File: config.mk
export PLATFORM = sky130hd
export DESIGN_NAME = mmu_pt_writer
export DESIGN_NICKNAME = d
export VERILOG_FILES = /design/src/rtl/mmu_pt_writer.sv
export SDC_FILE = /design/constraint.sdc
export NUM_CORES = 1
export LEC_CHECK = 0
export CAP_MARGIN = 20
export CORE_MARGIN = 5
export CORE_UTILIZATION = 58
export CTS_CLUSTER_SIZE = 10
export DETAILED_ROUTE_END_ITERATION = 12
export PLACE_DENSITY = 0.95
export SETUP_SLACK_MARGIN = 0.3
export SLEW_MARGIN = 0
export SYNTH_ARGS = -nofsm -noshare
export SYNTH_HDL_FRONTEND = slang
export SYNTH_SLANG_ARGS = --single-unit
File: constraint.sdc
create_clock -name clk -period 4.44 [get_ports clk]
set_input_delay 0.888 -clock clk [delete_from_list [all_inputs] [get_ports clk]]
set_output_delay 0.888 -clock clk [all_outputs]
set_load 0.02 [all_outputs]
File: src/rtl/mmu_pt_writer.sv
// rtl/mmu_pt_writer.sv - page table RAM write-side controller (map/unmap command sequencer)
module mmu_pt_writer #(
    parameter int PT_AW  = 12,
    parameter int PE_W   = 8,
    parameter int NPAGES = 32
) (
    input  logic                       clk,
    input  logic                       rst_n,
    input  logic                       cmd_valid,
    output logic                       cmd_ready,
    input  logic [1:0]                 cmd_op,
    input  logic [PT_AW-1:0]           cmd_ptb,
    input  logic [$clog2(NPAGES)-1:0]  cmd_vpage,
    input  logic [$clog2(NPAGES):0]    cmd_count,
    input  logic [PE_W-1:0]            cmd_entry,
    output logic                       pt_we,
    output logic [PT_AW-1:0]           pt_waddr,
    output logic [PE_W-1:0]            pt_wdata,
    output logic                       busy,
    output logic                       done,
    output logic                       err
);

    localparam int VW = $clog2(NPAGES);
    localparam int CW = VW + 1;

    localparam logic [1:0] OP_WRITE  = 2'b00;
    localparam logic [1:0] OP_FILL   = 2'b01;
    localparam logic [1:0] OP_LINEAR = 2'b10;
    localparam logic [1:0] OP_CLEAR  = 2'b11;

    typedef enum logic [1:0] {
        S_IDLE,
        S_WRITE,
        S_DONE,
        S_ERR
    } state_t;

    state_t             state_q;
    logic [CW-1:0]      idx_q;
    logic [CW-1:0]      n_q;
    logic               linear_q;
    logic               pt_we_q;
    logic [PT_AW-1:0]   pt_waddr_q;
    logic [PE_W-1:0]    pt_wdata_q;
    logic               ready_q;
    logic               done_q;
    logic               err_q;

    // Decoded view of the command on the inputs, used only at the accepting edge
    logic [VW-1:0]      vpage_d;
    logic [VW+1:0]      span_d;
    logic [PE_W-1:0]    lin_end_d;
    logic               bad_d;
    logic [CW-1:0]      n_d;
    logic [PE_W-1:0]    data_d;
    logic [PT_AW-1:0]   addr_d;

    // Command decode: effective page, write count, first address/data and rejection test
    always_comb begin
        vpage_d   = (cmd_op == OP_CLEAR) ? '0 : cmd_vpage;
        span_d    = (VW+2)'(vpage_d) + (VW+2)'(cmd_count);
        // Last LINEAR page number plus one; it must not pass the 7-bit page range
        lin_end_d = PE_W'(cmd_entry[PE_W-2:0]) + PE_W'(cmd_count);
        bad_d     = 1'b0;
        if (cmd_op == OP_FILL || cmd_op == OP_LINEAR) begin
            if (cmd_count == '0 || span_d > (VW+2)'(NPAGES))
                bad_d = 1'b1;
        end
        if (cmd_op == OP_LINEAR && lin_end_d > PE_W'(1 << (PE_W-1)))
            bad_d = 1'b1;
        case (cmd_op)
            OP_WRITE: n_d = CW'(1);
            OP_CLEAR: n_d = CW'(NPAGES);
            default:  n_d = cmd_count;
        endcase
        data_d = (cmd_op == OP_CLEAR) ? '0 : cmd_entry;
        addr_d = cmd_ptb + PT_AW'(vpage_d);
    end

    // Control FSM with registered outputs; the async reset kills pt_we mid-burst
    always_ff @(posedge clk or negedge rst_n) begin
        if (!rst_n) begin
            state_q    <= S_IDLE;
            idx_q      <= '0;
            n_q        <= '0;
            linear_q   <= 1'b0;
            pt_we_q    <= 1'b0;
            pt_waddr_q <= '0;
            pt_wdata_q <= '0;
            ready_q    <= 1'b1;
            done_q     <= 1'b0;
            err_q      <= 1'b0;
        end else begin
            case (state_q)
                S_IDLE: begin
                    if (cmd_valid) begin
                        ready_q <= 1'b0;
                        if (bad_d) begin
                            err_q   <= 1'b1;
                            state_q <= S_ERR;
                        end else begin
                            pt_we_q    <= 1'b1;
                            pt_waddr_q <= addr_d;
                            pt_wdata_q <= data_d;
                            idx_q      <= CW'(1);
                            n_q        <= n_d;
                            linear_q   <= (cmd_op == OP_LINEAR);
                            state_q    <= S_WRITE;
                        end
                    end
                end
                S_WRITE: begin
                    if (idx_q == n_q) begin
                        pt_we_q <= 1'b0;
                        done_q  <= 1'b1;
                        state_q <= S_DONE;
                    end else begin
                        // Address wraps naturally at the table size, like the MMU adder
                        pt_waddr_q <= pt_waddr_q + PT_AW'(1);
                        if (linear_q)
                            pt_wdata_q[PE_W-2:0] <= pt_wdata_q[PE_W-2:0] + (PE_W-1)'(1);
                        idx_q <= idx_q + CW'(1);
                    end
                end
                S_DONE: begin
                    done_q  <= 1'b0;
                    ready_q <= 1'b1;
                    state_q <= S_IDLE;
                end
                S_ERR: begin
                    err_q   <= 1'b0;
                    ready_q <= 1'b1;
                    state_q <= S_IDLE;
                end
                default: begin
                    pt_we_q <= 1'b0;
                    done_q  <= 1'b0;
                    err_q   <= 1'b0;
                    ready_q <= 1'b1;
                    state_q <= S_IDLE;
                end
            endcase
        end
    end

    assign cmd_ready = ready_q;
    assign busy      = ~ready_q;
    assign pt_we     = pt_we_q;
    assign pt_waddr  = pt_waddr_q;
    assign pt_wdata  = pt_wdata_q;
    assign done      = done_q;
    assign err       = err_q;

endmodule

==> impl_metrics.toml <==
[critical_path]
crit_arrival_ns = 4.16
r2r_start = "state_q[0]"
cp_max_fo = 24
cp-end-kind = "register"
crit_chain = "clkdlybuf4s50_1, ha_4, nand2b_1, xnor2_1, ha_1, inv_1, o21ai_0, a21bo_2, a211o_1, o31ai_2, a2111oi_4, nor2_2, buf_12, o21ai_1, a22o_1"
startpoint_type = "input port"
regToRegSetupSlack_ns = 1.91
crit_type = "in2reg"
critPathLaunch = "cmd_op[1]"
slowest_delay_ns = 0.48
critPathSlowestCell = "clkdlybuf4s50_1"
worst_ep_required_time_ns = 4.62

[cells_and_area]
final_layout_size_suffix_gt1_frac = 0.09389
areaGrowthSynthToFinish_pct = 24.37
layout_common_cells = "59 x clkdlybuf4s50_1, 40 x a21oi_1, 38 x dfrtp_1"
antennaDiodeCount = 0
final_nets = 512
layout_commonest_cell = "clkdlybuf4s50_1"

[die]
die_y_um = 85.45
num_rows = 27
fp.dieW_um = 85.45
ios = 61
dieArea_mm2 = 0.007302
start_util = 0.5996
core_region_area_mm2 = 0.005507

[synthesis]
synth-seq-cells = 39
async_flop_share = 1.000
ys_seq_area_frac = 0.2959
ys.flop_type = "dfrtp_1"
synth_nets = 452
ys_warn_count = 0
syn-instance-count = 397
syn-mean-instance-area_um2 = 8.317
netlist_area_mm2 = 0.003302
synth_cell_types = 68
synth_edf_count = 0

[placement]
dpl.hpwl_um = 7022
pre_cts_ws_ns = 0.03725
io_buffers = 60
gp_congestion = 0.9598

[timing]
setup_tns_ns = 0
fin_crit_sh = 0.8961
min_period_ns = 3.979
setup_slack_ns = 0.4613
finalMaxSlewViolations = 0
max_slew_margin = 0.4112
hold_violations = 0
rsz0062_at_grt = "false"
tightest_slew_ns = 0.8832
hold_slack_ns = 0.5153
setup_viol = 0
max_clock_freq_mhz = 251.3
skew_ns = 0.01240

[power_and_ir_drop]
power_density_mw_per_mm2 = 567.1
leakage_nw = 1.699
irDropWorstVdd_mv = 0.2977

[clocking]
clk_latency_ns = 0.30
cts_setup_buffers = 0
cts_buffers = 5
clockBufferDepth = 2
h-tree-depth = 2
root_buffer = "clkbuf_8"
path_clk_slew_ns = 0.07
cts.sink_count = 39
cts_tree = "built"

[route]
wl_per_cell_um = 17.69
vias = 3379
wirelength_um = 9374
drt_iter0_drc = 334
vias_per_cell = 6.375
dr.pass1.iters = 5
drc = 0
drtAntennaViolNets = 0

[worst_hold_path]
min_from = "cmd_ready"
hold_path_class = "reg2reg"

[grt]
antenna_found_initial = 0
grt_usage = 0.2589
grt.overflow.total = 0
grt_pass1_vias = 3261
grt_pass1_wl_um = 15410
grt_start_max_net_pins = 40

[status]
outcome = "complete, no violations"

[flow_run]
max-cap-violations = 0
-- registers in the layout (all words and copies together), names as in the netlist, 2 cells and up --
register	count
idx_q	6
n_q	6
pt_waddr	12
pt_wdata	8
state_q	2
-- cell usage after synthesis, types with 3 or more instances --
cell / instances / share of area
nand4_1: 7 / 0.013
o21ai_0: 30 / 0.045
xor2_1: 5 / 0.013
nand3_1: 18 / 0.027
nand2b_1: 7 / 0.013
o311a_1: 3 / 0.0091
o22ai_1: 7 / 0.013
a31oi_1: 8 / 0.015
ha_1: 18 / 0.068
clkbuf_1: 6 / 0.0068
buf_2: 7 / 0.011
or3_1: 3 / 0.0057
nor2_1: 27 / 0.031
nand2_1: 37 / 0.042
nor2b_1: 4 / 0.0076
maj3_1: 3 / 0.0091
inv_1: 22 / 0.025
mux2_2: 5 / 0.017
a21oi_1: 40 / 0.061
nor3_1: 4 / 0.0061
a211o_1: 3 / 0.0080
a21boi_0: 3 / 0.0068
xnor2_1: 19 / 0.050
dfrtp_1: 38 / 0.29
a211oi_1: 4 / 0.0091
a21o_1: 4 / 0.0091
o21a_1: 4 / 0.0091
and3_1: 4 / 0.0076
mux2i_1: 5 / 0.015
-- worst paths after layout --
kind	endpoint	cells past startpoint
setup / recovery	pt_waddr[7]	15
hold / removal	cmd_ready	2
setup reg to reg	pt_wdata[3]	8
hold reg to reg	cmd_ready	2
max in group asynchronous	pt_waddr[3]	1
min in group asynchronous	idx_q[5]	1
-- layer usage --
layer	wire length (µm)	part of all wire	global-route usage
met1	3738	0.40	0.3392
met2	4483	0.48	0.4209
met3	814	0.087	0.03495
met4	338	0.036	0.1223
met5	0	0	0
-- power breakdown --
group	internal, mW	switching (mW)	total, mW	leakage, nW
registers	0.526	0.205	0.732	0.454
clock network	0.168	0.128	0.297	0.0524
logic	0.601	0.700	1.30	1.19
total	1.30	1.03	2.33	1.70
-- worst max-delay path, delay by kind of cell --
kind / cells / cell delay (ns)
compound gates: 7 / 1.44
buf+inv: 3 / 0.77
fa+ha+maj: 2 / 0.46
simple gates: 2 / 0.44
xor+xnor: 1 / 0.15
-- final cells by class --
class,count,area [µm²]
Multi-Input combinational cell,317,2156
Fill cell,390,1400
Sequential cell,39,977.2
Timing Repair Buffer,71,690.7
Tap cell,72,90.09
Inverter,23,86.33
Clock buffer,7,76.32
Clock inverter,1,30.03
-- cell families (layout without fill, tap and decap cells) --
kind of cell	count (synthesis)	in the layout	share of synthesized area
DFF	39	39	0.2959
buffers and inverters	41	102	0.05608
muxes	10	10	0.03221
and+or+nand+nor	131	131	0.2023
AOI/OAI and AO/OA	129	129	0.2615
xor gates and xnor gates	25	25	0.06859
adders and majority gates	22	22	0.08337
-- timing repair --
action | in CTS | in global routing
endpoints found under the setup margin | 0 | 33
hold buffers | 0 | 0
gates resized for setup | 0 | 4
-- per-stage QoR --
step	total power, mW	area, µm²	util	instances
after floorplan	1.510	3302	-	397
after global placement	1.949	3984	0.7235	522
after detailed placement	2.006	3984	0.7235	522
after CTS	2.314	4090	0.7428	530
after global routing	2.483	4106	0.7457	530
final	2.329	4106	0.7457	530
No activity file was read; power rests on OpenSTA's default activity.
